[config.mk]
export PLATFORM = sky130hd
export DESIGN_NAME = dpd_lut_arbiter
export DESIGN_NICKNAME = d
export VERILOG_FILES = /design/src/rtl/dpd_lut_arbiter_pkg.sv /design/src/rtl/dpd_lut_tag_fifo.sv /design/src/rtl/dpd_lut_arbiter.sv
export SDC_FILE = /design/constraint.sdc
export NUM_CORES = 1
export LEC_CHECK = 0
export CORE_AREA = 4 4 153 155
export CTS_CLUSTER_DIAMETER = 150
export DETAILED_ROUTE_END_ITERATION = 8
export DIE_AREA = 0 0 157 159
export DONT_BUFFER_PORTS = 1
export PLACE_DENSITY_LB_ADDON = 0.25
export SLEW_MARGIN = 20
export SYNTH_ARGS = -nofsm -noshare
export SYNTH_HDL_FRONTEND = slang
export SYNTH_SLANG_ARGS = --single-unit
[constraint.sdc]
create_clock -name data_clk -period 6.22 [get_ports data_clk]
set_input_delay 1.244 -clock data_clk [delete_from_list [all_inputs] [get_ports data_clk]]
set_output_delay 1.244 -clock data_clk [all_outputs]
set_load 0.03 [all_outputs]
[src/rtl/dpd_lut_arbiter_pkg.sv]
// Shared definitions for the DPD LUT arbiter slice.
// Holds the commit FSM state encoding, the requester-ID constants and the
// default parameter values used by dpd_lut_arbiter and dpd_lut_tag_fifo.
package dpd_lut_arbiter_pkg;

    localparam int unsigned DEF_ADDR_WIDTH = 10;
    localparam int unsigned DEF_DATA_WIDTH = 32;
    localparam int unsigned DEF_TAG_DEPTH  = 4;

    localparam logic REQ_HOST   = 1'b0;
    localparam logic REQ_LOADER = 1'b1;

    typedef enum logic [1:0] {
        ST_IDLE  = 2'd0,
        ST_DRAIN = 2'd1,
        ST_APPLY = 2'd2
    } commit_state_e;

endpackage

[src/rtl/dpd_lut_tag_fifo.sv]
// Tag FIFO recording which requester owns each outstanding LUT read.
// Synchronous, count-based full/empty; DEPTH must be a power of 2 (>= 2).
// Ports:
//   data_clk, data_rstn : clock, asynchronous active-low reset
//   push, push_id       : enqueue a requester ID
//   pop                 : dequeue (ignored while empty)
//   pop_id              : ID at the head of the FIFO
//   full, empty         : occupancy status
module dpd_lut_tag_fifo
    import dpd_lut_arbiter_pkg::*;
#(
    parameter int unsigned DEPTH = DEF_TAG_DEPTH
) (
    input  logic data_clk,
    input  logic data_rstn,
    input  logic push,
    input  logic push_id,
    input  logic pop,
    output logic pop_id,
    output logic full,
    output logic empty
);

    localparam int unsigned PW = $clog2(DEPTH);
    localparam int unsigned CW = $clog2(DEPTH + 1);

    logic [DEPTH-1:0] mem;
    logic [PW-1:0]    wr_ptr;
    logic [PW-1:0]    rd_ptr;
    logic [CW-1:0]    count;
    logic             do_push;
    logic             do_pop;

    assign empty   = (count == '0);
    assign full    = (count == CW'(DEPTH));
    assign pop_id  = mem[rd_ptr];
    assign do_pop  = pop & ~empty;
    // A pop in the same cycle frees the head slot, so a push is accepted even when full.
    assign do_push = push & (~full | do_pop);

    always_ff @(posedge data_clk or negedge data_rstn) begin
        if (!data_rstn) begin
            mem    <= '0;
            wr_ptr <= '0;
            rd_ptr <= '0;
            count  <= '0;
        end else begin
            if (do_push) begin
                mem[wr_ptr] <= push_id;
                wr_ptr      <= wr_ptr + PW'(1);
            end
            if (do_pop) begin
                rd_ptr <= rd_ptr + PW'(1);
            end
            case ({do_push, do_pop})
                2'b10:   count <= count + CW'(1);
                2'b01:   count <= count - CW'(1);
                default: count <= count;
            endcase
        end
    end

endmodule

[src/rtl/dpd_lut_arbiter.sv]
// Two-requester round-robin arbiter in front of a DPD actuator LUT port.
// Requester 0 = host, requester 1 = loader. Reads are tagged so the returning
// doutc/validc data is routed back to the issuing requester in order. A commit
// FSM drains outstanding traffic before switching the active LUT selection.
// Optional feature macro: DPD_LUT_ARB_STATS_EN (saturating write/read grant counters;
// when undefined the stat ports read as 0).
// Ports:
//   data_clk, data_rstn           : clock, asynchronous active-low reset
//   rN_valid/ready/we/addr/wdata  : request channel of requester N
//   rN_rvalid/rdata               : read return of requester N
//   enc/wec/addrc/dinc            : registered LUT access to the actuator
//   doutc/validc                  : read data return from the actuator
//   lutIdc                        : active LUT selection
//   cfg_lutIdc/cfg_commit         : staged LUT selection and commit pulse
//   commit_busy/commit_done       : commit in progress / completion pulse
//   err_spurious/err_clr          : sticky untagged-return error and its clear
//   stat_wr_cnt/stat_rd_cnt       : granted write/read counters
module dpd_lut_arbiter
    import dpd_lut_arbiter_pkg::*;
#(
    parameter int unsigned ADDR_WIDTH = DEF_ADDR_WIDTH,
    parameter int unsigned DATA_WIDTH = DEF_DATA_WIDTH,
    parameter int unsigned TAG_DEPTH  = DEF_TAG_DEPTH
) (
    input  logic                  data_clk,
    input  logic                  data_rstn,

    input  logic                  r0_valid,
    output logic                  r0_ready,
    input  logic                  r0_we,
    input  logic [ADDR_WIDTH-1:0] r0_addr,
    input  logic [DATA_WIDTH-1:0] r0_wdata,
    output logic                  r0_rvalid,
    output logic [DATA_WIDTH-1:0] r0_rdata,

    input  logic                  r1_valid,
    output logic                  r1_ready,
    input  logic                  r1_we,
    input  logic [ADDR_WIDTH-1:0] r1_addr,
    input  logic [DATA_WIDTH-1:0] r1_wdata,
    output logic                  r1_rvalid,
    output logic [DATA_WIDTH-1:0] r1_rdata,

    output logic                  enc,
    output logic                  wec,
    output logic [ADDR_WIDTH-1:0] addrc,
    output logic [DATA_WIDTH-1:0] dinc,
    input  logic [DATA_WIDTH-1:0] doutc,
    input  logic                  validc,
    output logic [63:0]           lutIdc,

    input  logic [63:0]           cfg_lutIdc,
    input  logic                  cfg_commit,
    output logic                  commit_busy,
    output logic                  commit_done,
    output logic                  err_spurious,
    input  logic                  err_clr,

    output logic [15:0]           stat_wr_cnt,
    output logic [15:0]           stat_rd_cnt
);

    commit_state_e         state;
    commit_state_e         state_nxt;
    logic                  busy;
    logic                  tag_full;
    logic                  tag_empty;
    logic                  tag_pop_id;
    logic                  elig0;
    logic                  elig1;
    logic                  gnt0;
    logic                  gnt1;
    logic                  rr_last;
    logic                  xfer;
    logic                  xfer_we;
    logic [ADDR_WIDTH-1:0] xfer_addr;
    logic [DATA_WIDTH-1:0] xfer_wdata;
    logic                  rd_hit;
    logic [63:0]           lut_stage;

    assign busy        = (state != ST_IDLE);
    assign commit_busy = busy;

    // data_rstn gating keeps the combinational readies at 0 during reset.
    assign elig0 = r0_valid & (r0_we | ~tag_full) & ~busy & data_rstn;
    assign elig1 = r1_valid & (r1_we | ~tag_full) & ~busy & data_rstn;

    always_comb begin
        gnt0 = 1'b0;
        gnt1 = 1'b0;
        if (elig0 && elig1) begin
            if (rr_last == REQ_HOST) gnt1 = 1'b1;
            else                     gnt0 = 1'b1;
        end else begin
            gnt0 = elig0;
            gnt1 = elig1;
        end
    end

    assign r0_ready   = gnt0;
    assign r1_ready   = gnt1;
    assign xfer       = gnt0 | gnt1;
    assign xfer_we    = gnt1 ? r1_we    : r0_we;
    assign xfer_addr  = gnt1 ? r1_addr  : r0_addr;
    assign xfer_wdata = gnt1 ? r1_wdata : r0_wdata;
    assign rd_hit     = validc & ~tag_empty;

    dpd_lut_tag_fifo #(
        .DEPTH (TAG_DEPTH)
    ) u_tag_fifo (
        .data_clk  (data_clk),
        .data_rstn (data_rstn),
        .push      (xfer & ~xfer_we),
        .push_id   (gnt1),
        .pop       (validc),
        .pop_id    (tag_pop_id),
        .full      (tag_full),
        .empty     (tag_empty)
    );

    // Actuator request register and round-robin pointer.
    always_ff @(posedge data_clk or negedge data_rstn) begin
        if (!data_rstn) begin
            enc     <= 1'b0;
            wec     <= 1'b0;
            addrc   <= '0;
            dinc    <= '0;
            rr_last <= REQ_LOADER;
        end else begin
            enc   <= xfer;
            wec   <= xfer & xfer_we;
            addrc <= xfer ? xfer_addr : '0;
            dinc  <= (xfer && xfer_we) ? xfer_wdata : '0;
            if (xfer) rr_last <= gnt1;
        end
    end

    // Read return routing and spurious-return error.
    always_ff @(posedge data_clk or negedge data_rstn) begin
        if (!data_rstn) begin
            r0_rvalid    <= 1'b0;
            r0_rdata     <= '0;
            r1_rvalid    <= 1'b0;
            r1_rdata     <= '0;
            err_spurious <= 1'b0;
        end else begin
            r0_rvalid <= rd_hit & (tag_pop_id == REQ_HOST);
            r1_rvalid <= rd_hit & (tag_pop_id == REQ_LOADER);
            if (rd_hit && tag_pop_id == REQ_HOST)   r0_rdata <= doutc;
            if (rd_hit && tag_pop_id == REQ_LOADER) r1_rdata <= doutc;
            if (validc && tag_empty) err_spurious <= 1'b1;
            else if (err_clr)        err_spurious <= 1'b0;
        end
    end

    // Commit FSM state register; lutIdc is loaded on entry to APPLY so it is
    // already valid in the cycle commit_done pulses.
    always_ff @(posedge data_clk or negedge data_rstn) begin
        if (!data_rstn) begin
            state     <= ST_IDLE;
            lut_stage <= '0;
            lutIdc    <= '0;
        end else begin
            state <= state_nxt;
            if (state == ST_IDLE && cfg_commit) lut_stage <= cfg_lutIdc;
            if (state == ST_DRAIN && state_nxt == ST_APPLY) lutIdc <= lut_stage;
        end
    end

    always_comb begin
        state_nxt   = state;
        commit_done = 1'b0;
        case (state)
            ST_IDLE: begin
                if (cfg_commit) state_nxt = ST_DRAIN;
            end
            ST_DRAIN: begin
                if (tag_empty && !enc) state_nxt = ST_APPLY;
            end
            ST_APPLY: begin
                commit_done = 1'b1;
                state_nxt   = ST_IDLE;
            end
            default: state_nxt = ST_IDLE;
        endcase
    end

`ifdef DPD_LUT_ARB_STATS_EN
    always_ff @(posedge data_clk or negedge data_rstn) begin
        if (!data_rstn) begin
            stat_wr_cnt <= '0;
            stat_rd_cnt <= '0;
        end else if (err_clr) begin
            stat_wr_cnt <= '0;
            stat_rd_cnt <= '0;
        end else begin
            if (xfer && xfer_we && stat_wr_cnt != '1)
                stat_wr_cnt <= stat_wr_cnt + 16'd1;
            if (xfer && !xfer_we && stat_rd_cnt != '1)
                stat_rd_cnt <= stat_rd_cnt + 16'd1;
        end
    end
`else
    assign stat_wr_cnt = '0;
    assign stat_rd_cnt = '0;
`endif

endmodule
==> results.md, run 1 <==
- Status: finished clean
- Worst Tran Pin Value: between 900 and 1000 ps
- Die W: around 160 µm
- Grt met1 use: between 10% and 20%
- Worst Slack Setup Final: about 1800 ps
- Clock Path Buffers: 3
- Vias in the first global route: 5924
- Max stage delay on crit path: around 670 ps
- Period utilization: 71.7%
- Cells along the critical path: nor3b_2 > nand3b_1 > nor2_1
- Final HPWL DP: 15300 µm
- Critical Path AT: around 3200 ps
- Cells resized by post-CTS repair: 0
- Largest net degree at the start of global routing: ~260
- Commonest non-fill, non-tap cell in the layout: dfrtp_1
- First-pass GRT wire length: 32800 µm
- CTS hold repair buffers: 0
- PortBufs: 0
- Crit Path Category: in -> out
- Final setup fails: 0
- Layout cells sized above 1: between 20% and 30%
- Met2 GRT Util: 29.1%
- CP required: 4980 ps
- Die area: about 25000 µm²
- Area Growth Syn to Fin: 9.72%
- Reg-to-Reg Start: state[0]
- Syn Std Cell Area: around 10000 µm²
- Initial antenna violation count: 1
- Grt met3 use: 5.38%
- Max Slew Vio Count: 0
- Vias after detailed routing: ~5500
- Fmax: approximately 0.22 GHz
- TritonCTS sink count: around 250
- Drt pass-1 iters: 4
- Total GRT Usage: 16.2%
- FP Rows: 54
- Power per cell area: 521 nW/µm²
- Initial DRC count: 220
- Layout fillers: approximately 1800
- Placed cells: just under 1000
- Max-Cap Viols: 0
- Synth cell types: 49
- Worst Setup Start Kind: primary input
- RSZ-0062 raised after global routing: false
- Synth top area cells: dfrtp_1 (62%), mux2_2 (16%), mux2_1 (5.8%)
- Num ports: 400
- Worst Setup End Kind: primary output
- GR peak layer: met2
- Commonest cells after routing, fill and taps aside: dfrtp_1 (252), mux2_2 (141), nand2_1 (81)
- Reg-to-reg slack, setup: 2980 ps
- Antenna Nets Post-Route: 0
- Final min period: ~4500 ps
- Cell taking the most area after synthesis: dfrtp_1
- Post-synth top area share: around 62%
- YS warnings: 0
- Placer Congestion: just under 0.8
- Dpl ws: approximately 1700 ps
- Hold Vio Cnt, Final: 0
- Clock Tree Root: clkbuf_16
- CTS buffer count: 26
- Post-synth EDFFs: 0
- Grt ovf: 0
- Initial Util: roughly 47%
- DR DRC count: 0
- Number of post-CTS setup repair buffers: 0
- Crit-path max FO: between 200 and 300
- Yosys reg bits: 253
- Fin Setup TNS: 0 ps
- CTS tree: done
- Worst VDD drop: around 0.26 mV
- R2R depth: 6
- Ys flop type: dfrtp_1
- Reg-to-reg endpoint: u_tag_fifo.mem[2]
- Cell Count, Final, Fillers Out: 1021
- H-tree depth: 1
- Via density: ~5.4
- FFs w/ async S/R, synth: 100%
- Post-Route WL: roughly 21000 µm
- Post-synthesis cell count: about 720
- Nets@finish: between 900 and 1000
- Final core occ: around half
- Max transition margin: about a third
- Slowest CP cell: nand3b_1
- Routed len/inst: about 21 µm
- Clk pin slew, worst setup/hold paths: about 60 ps
- Core ar.: 21800 µm²
- Die Y: between 150 and 200 µm
- Final clock skew: 12.9 ps
- Sequential share of the synthesized area: 62.4%
- Leak Pwr: between 5 and 6 nW
- Hold Path Class: in -> async
- Synth Area per Inst: around 14 µm²
- Clock latency on the worst-skew pair: 520 ps
-- kinds of logic (layout without fill, tap and decap cells) --
group / after synthesis / in the layout / share of synthesized area (%)
XOR/XNOR: 6 / 6 / 0.517
AO/OA/AOI/OAI: 60 / 60 / 4.46
buffers and inverters: 90 / 76 / 5.14
flip-flops: 253 / 253 / 62.4
other: 1 / 33 / 0.0369
adder cells (fa/ha/maj): 6 / 6 / 0.813
AND/OR/NAND/NOR: 112 / 112 / 4.95
multiplexers: 195 / 195 / 21.7
-- flip-flops by register name, indices dropped and copies added (netlist names) --
register,count
r0_rdata,32
u_tag_fifo.count,3
dinc,32
wec,1
rr_last,1
u_tag_fifo.wr_ptr,2
enc,1
u_tag_fifo.mem,4
lutIdc,64
u_tag_fifo.rd_ptr,2
lut_stage,64
r0_rvalid,1
r1_rvalid,1
addrc,10
err_spurious,1
r1_rdata,32
state,2
-- cell usage after synthesis, types with 2 or more instances --
cell / n
buf_4: 36
or2_2: 2
mux2_2: 141
o31ai_2: 9
a21oi_1: 32
a41oi_1: 4
dfrtp_1: 252
ha_1: 5
buf_2: 27
nand2_1: 81
xor2_1: 2
and2_1: 2
inv_1: 23
nand3_1: 2
buf_6: 2
nor2_1: 10
nor2_2: 2
mux2_1: 52
nor4_1: 2
xnor2_1: 4
nand3b_1: 2
a311oi_1: 4
-- cell type report --
type	instances	area (µm²)	area share, %
inverters	24	90.1	0.809
multi-input cells	411	3420	30.7
clock buffers	36	758	6.81
flip-flops and latches	253	6330	56.8
diodes	1	2.50	0.0225
well taps	280	350	3.14
clock inverters	11	149	1.34
repair buffers	5	37.5	0.337
-- through the flow --
stage | area [µm²] | power, mW | hold slack, ps
CTS | 11100 | 5.89 | 400
finish | 11100 | 5.81 | 430
global route | 11100 | 6.12 | 397
floorplan | 10300 | 4.01 | 453
detailed placement | 10200 | 4.28 | 469
global placement | 10200 | 4.19 | 461
-- critical path, delay by kind of cell --
family	cells	cell delay, ps
simple gates	3	1940
-- layer usage --
metal  wire length [µm]  part of all wire (%)
met5                  0                     0
met4                468                   2.2
met3               2240                    11
met2              11200                    53
met1               7340                    35
-- worst max-delay path by stage --
| stage | startpoint | end | slack, ps | depth (start not counted) |
|---|---|---|---|---|
| after floorplan | data_rstn | r0_ready | 2530 | 5 |
| after global placement | data_rstn | r0_ready | 1840 | 3 |
| after detailed placement | data_rstn | r0_ready | 1740 | 3 |
| after CTS | data_rstn | r0_ready | 1730 | 3 |
| after global routing | data_rstn | r0_ready | 1460 | 3 |
| final | data_rstn | r0_ready | 1760 | 3 |
-- where the power goes --
part | internal (mW) | leakage (nW) | switching, mW
Clock | 0.977 | 0.440 | 0.614
Sequential | 2.21 | 3.17 | 1.03
Combinational | 0.554 | 1.52 | 0.427
Total | 3.74 | 5.14 | 2.07
Power figures use the tool's default switching activity.
==> inputs of run 2 (changes only) <==
ABC_AREA = 1   (was not set)
CORE_AREA = 4 4 155 157   (was 4 4 153 155)
DIE_AREA = 0 0 159 161   (was 0 0 157 159)
clock period = 3.69 ns   (was 6.22 ns; I/O delays follow)
==> run 2 against run 1 <==
The flow now finishes with violations (hold timing). Synthesized cell count grew 16%. Sequential power grew 97%. Core utilization shrank 1.7 points. Wire length grew 9.6%. Die area grew 2.5%. Combinational power grew 120%. Setup slack lost 1100 ps. Register-to-register slack lost 2100 ps. Critical endpoint is now r1_ready. Largest power group unchanged.
==> results.md, run 2 <==
- FP Rows: 55 (was 54)
- Initial DRC count: 447 (was 220)
- Grt ovf: 0 (unchanged)
- Period utilization: around 83%
- Num ports: 400 (unchanged)
- RSZ-0062 raised after global routing: false (unchanged)
- Compound-Gate Fraction of Synth Area: 6.39% (was 4.46%)
- Post-synthesis cell count: 839 (was 723)
- Post-synth EDFFs: 0 (unchanged)
- Crit-path max FO: 33 (was 256)
- Area Growth Syn to Fin: 9.87% (was 9.72%)
- Post-Synth Adder-Cell Area: 0.817% (was 0.813%)
- Final setup fails: 0 (unchanged)
- Seq. cell area: 6330 µm² (unchanged)
- Grt met3 use: 7.40% (was 5.38%)
- Initial Util: 44.9% (was 46.5%)
- Worst Setup End Kind: primary output (unchanged)
- Number of post-CTS setup repair buffers: 0 (unchanged)
- Vias in the first global route: 6087 (was 5924)
- H-tree depth: 1 (unchanged)
- Xor/xnor cell area share of the yosys netlist: 0.260% (was 0.517%)
- Hold Path Class: in -> async (unchanged)
- Post-synth top area share: 62.4% (was 62.1%)
- Syn Std Cell Area: 10100 µm² (was 10200 µm²)
- CTS tree: done (unchanged)
- Commonest cells after routing, fill and taps aside: dfrtp_1 (252), nand2_1 (145), mux2_2 (128) (was dfrtp_1 (252), mux2_2 (141), nand2_1 (81))
- Synth cell types: 29 (was 49)
- Max Slew Vio Count: 0 (unchanged)
- Worst Setup Start Kind: flop (was primary input)
- Largest registers: lutIdc (64), lut_stage (64) (unchanged)
- Met2 GRT Util: 29.7% (was 29.1%)
- Layout fillers: 2020 (was 1833)
- Hold Vio Cnt, Final: 172 (was 0)
- Clock Path Buffers: 3 (unchanged)
- PortBufs: 0 (unchanged)
- Fraction of synthesized area in multiplexers: 14.3% (was 21.7%)
- Post-Route WL: 23300 µm (was 21200 µm)
- DR DRC count: 0 (unchanged)
- Cells resized by post-CTS repair: 0 (unchanged)
- FFs w/ async S/R, synth: 100% (unchanged)
- Max-Cap Viols: 0 (unchanged)
- Vias after detailed routing: 5880 (was 5486)
- Nets@finish: 1027 (was 916)
- YS warnings: 0 (unchanged)
- Yosys reg bits: 253 (unchanged)
- Failing checks: hold timing
- Final clock skew: 8.38 ps (was 12.9 ps)
- CP required: 2950 ps (was 4980 ps)
- First-pass GRT wire length: 35700 µm (was 32800 µm)
- Grt met1 use: 19.9% (was 18.2%)
- Antenna Nets Post-Route: 0 (unchanged)
- Main combinational cell family by area after synthesis: multiplexers (unchanged)
- CTS buffer count: 27 (was 26)
- WHS: -89.5 ps (was 430 ps)
- Dpl ws: 528 ps (was 1740 ps)
- Commonest non-fill, non-tap cell in the layout: dfrtp_1 (unchanged)
- Cell Count, Final, Fillers Out: 1140 (was 1021)
- Via density: 5.16 (was 5.37)
- Critical Path AT: 2330 ps (was 3220 ps)
- Fmax: 0.326 GHz
- Multi-input combinational cell area: 3230 µm² (was 3420 µm²)
- Status: complete, but fails checks (was finished clean)
- Power per cell area: 1010 nW/µm² (was 521 nW/µm²)
- Worst VDD drop: 0.478 mV (was 0.259 mV)
- GR peak layer: met2 (unchanged)
- Max transition margin: 37.9% (was 34.6%)
- Initial antenna violation count: 2 (was 1)
- Clk pin slew, worst setup/hold paths: 60 ps (about the same)
- Drt pass-1 iters: 5 (was 4)
- Core ar.: 22500 µm² (was 21800 µm²)
- Clock latency on the worst-skew pair: 520 ps (about the same)
- Synth Area per Inst: 12.0 µm² (was 14.0 µm²)
- Routed len/inst: 20.4 µm (was 20.8 µm)
- Cell taking the most area after synthesis: dfrtp_1 (unchanged)
- Largest net degree at the start of global routing: 256 (was 257)
- Placed cells: 1088 (was 973)
- Die W: 159 µm (was 157 µm)
- Crit Path Category: reg -> out (was in -> out)
- TritonCTS sink count: 253 (unchanged)
- Layout cells sized above 1: 26.6% (was 28.5%)
- Final min period: slightly above 3000 ps
- Sequential share of the synthesized area: 62.7% (was 62.4%)
- Fin Setup TNS: 0 ps (unchanged)
- Top cells by count, synth: dfrtp_1 (252), nand2_1 (146), mux2_2 (128) (was dfrtp_1 (252), mux2_2 (141), nand2_1 (81))
- Leak Pwr: 5.21 nW (was 5.14 nW)
- Worst Slack Setup Final: 626 ps (was 1760 ps)
- Die area: 25600 µm² (was 25000 µm²)
- Total GRT Usage: 17.5% (was 16.2%)
- Die Y: 161 µm (was 159 µm)
- Synth Area in Simple Gates: 8.91% (was 4.95%)
- Placer Congestion: 0.786 (was 0.777)
- Ys flop type: dfrtp_1 (unchanged)
- Worst Tran Pin Value: 931 ps (was 981 ps)
- Synth top area cells: dfrtp_1 (62%), mux2_2 (14%), nand2_1 (5.4%) (was dfrtp_1 (62%), mux2_2 (16%), mux2_1 (5.8%))
- Clock Tree Root: clkbuf_16 (unchanged)
- Final HPWL DP: 16300 µm (was 15300 µm)
- Top-count cell post-synth: dfrtp_1 (unchanged)
-- run 2: cell count changes in the layout (fill, tap and decap cells not counted), moves of 19 or more --
cell	previous run	this run
nand2_1	81	145
inv_1	23	49
o21ai_0	1	79
a21oi_2	0	19
mux2_1	52	0
-- run 2: where the power goes --
group | internal, mW | leakage (nW) | switching, mW
registers | 3.96 | 3.14 | 2.39
logic | 1.07 | 1.60 | 1.07
clock network | 1.71 | 0.471 | 1.07
-- run 2: critical path: stages (launching register included) --
cell and delay, ps:
dfrtp_1 420, nor2_4 170, nand3_2 130, nor2_4 190
nand2_4 140, buf_4 260, inv_2 480
-- run 2: metal layers --
metal / part of all wire (%) / wire [µm]
met5: 0.056 / 13
met4: 3.2 / 736
met3: 10 / 2400
met2: 50 / 11600
met1: 37 / 8510
-- run 2: worst paths after layout --
kind | slack [ps] | from | depth (start not counted) | end
worst max-delay path | 630 | state[0] | 6 | r1_ready
worst max register to register | 840 | state[0] | 5 | dinc[8]
min in group data_clk | 320 | err_clr | 1 | err_spurious
worst min-delay path | -90 | data_rstn | 0 | lutIdc[50]
max in group asynchronous | 3350 | data_rstn | 0 | lutIdc[28]
worst min register to register | 470 | u_tag_fifo.mem[2] | 2 | u_tag_fifo.mem[2]
-- run 2: kinds of logic (layout without fill, tap and decap cells) --
group | Yosys count | count (layout)
adders and majority gates | 6 | 6
AOI/OAI and AO/OA | 114 | 114
muxes | 128 | 128
buffers and inverters | 124 | 107
and+or+nand+nor | 210 | 210
DFF | 253 | 253
other | 1 | 34
xor gates and xnor gates | 3 | 3
-- run 2: layout make-up --
cell class / count / area share, %
Multi-Input combinational cell: 493 / 29.0
Sequential cell: 253 / 57.0
Timing Repair Buffer: 5 / 0.451
Inverter: 52 / 1.76
Clock buffer: 37 / 7.14
Antenna cell: 2 / 0.0451
Clock inverter: 13 / 1.32
Tap cell: 285 / 3.21
-- run 2: per-stage QoR --
stage	hold slack (ps)	cell area [µm²]	utilization [%]	power, mW
after CTS	-113	11100	49.3	11.4
after global routing	-118	11100	49.3	11.9
after global placement	448	10200	45.1	8.49
after detailed placement	448	10200	45.1	8.58
after floorplan	442	10200	-	7.98
final	-89.5	11100	49.3	11.3
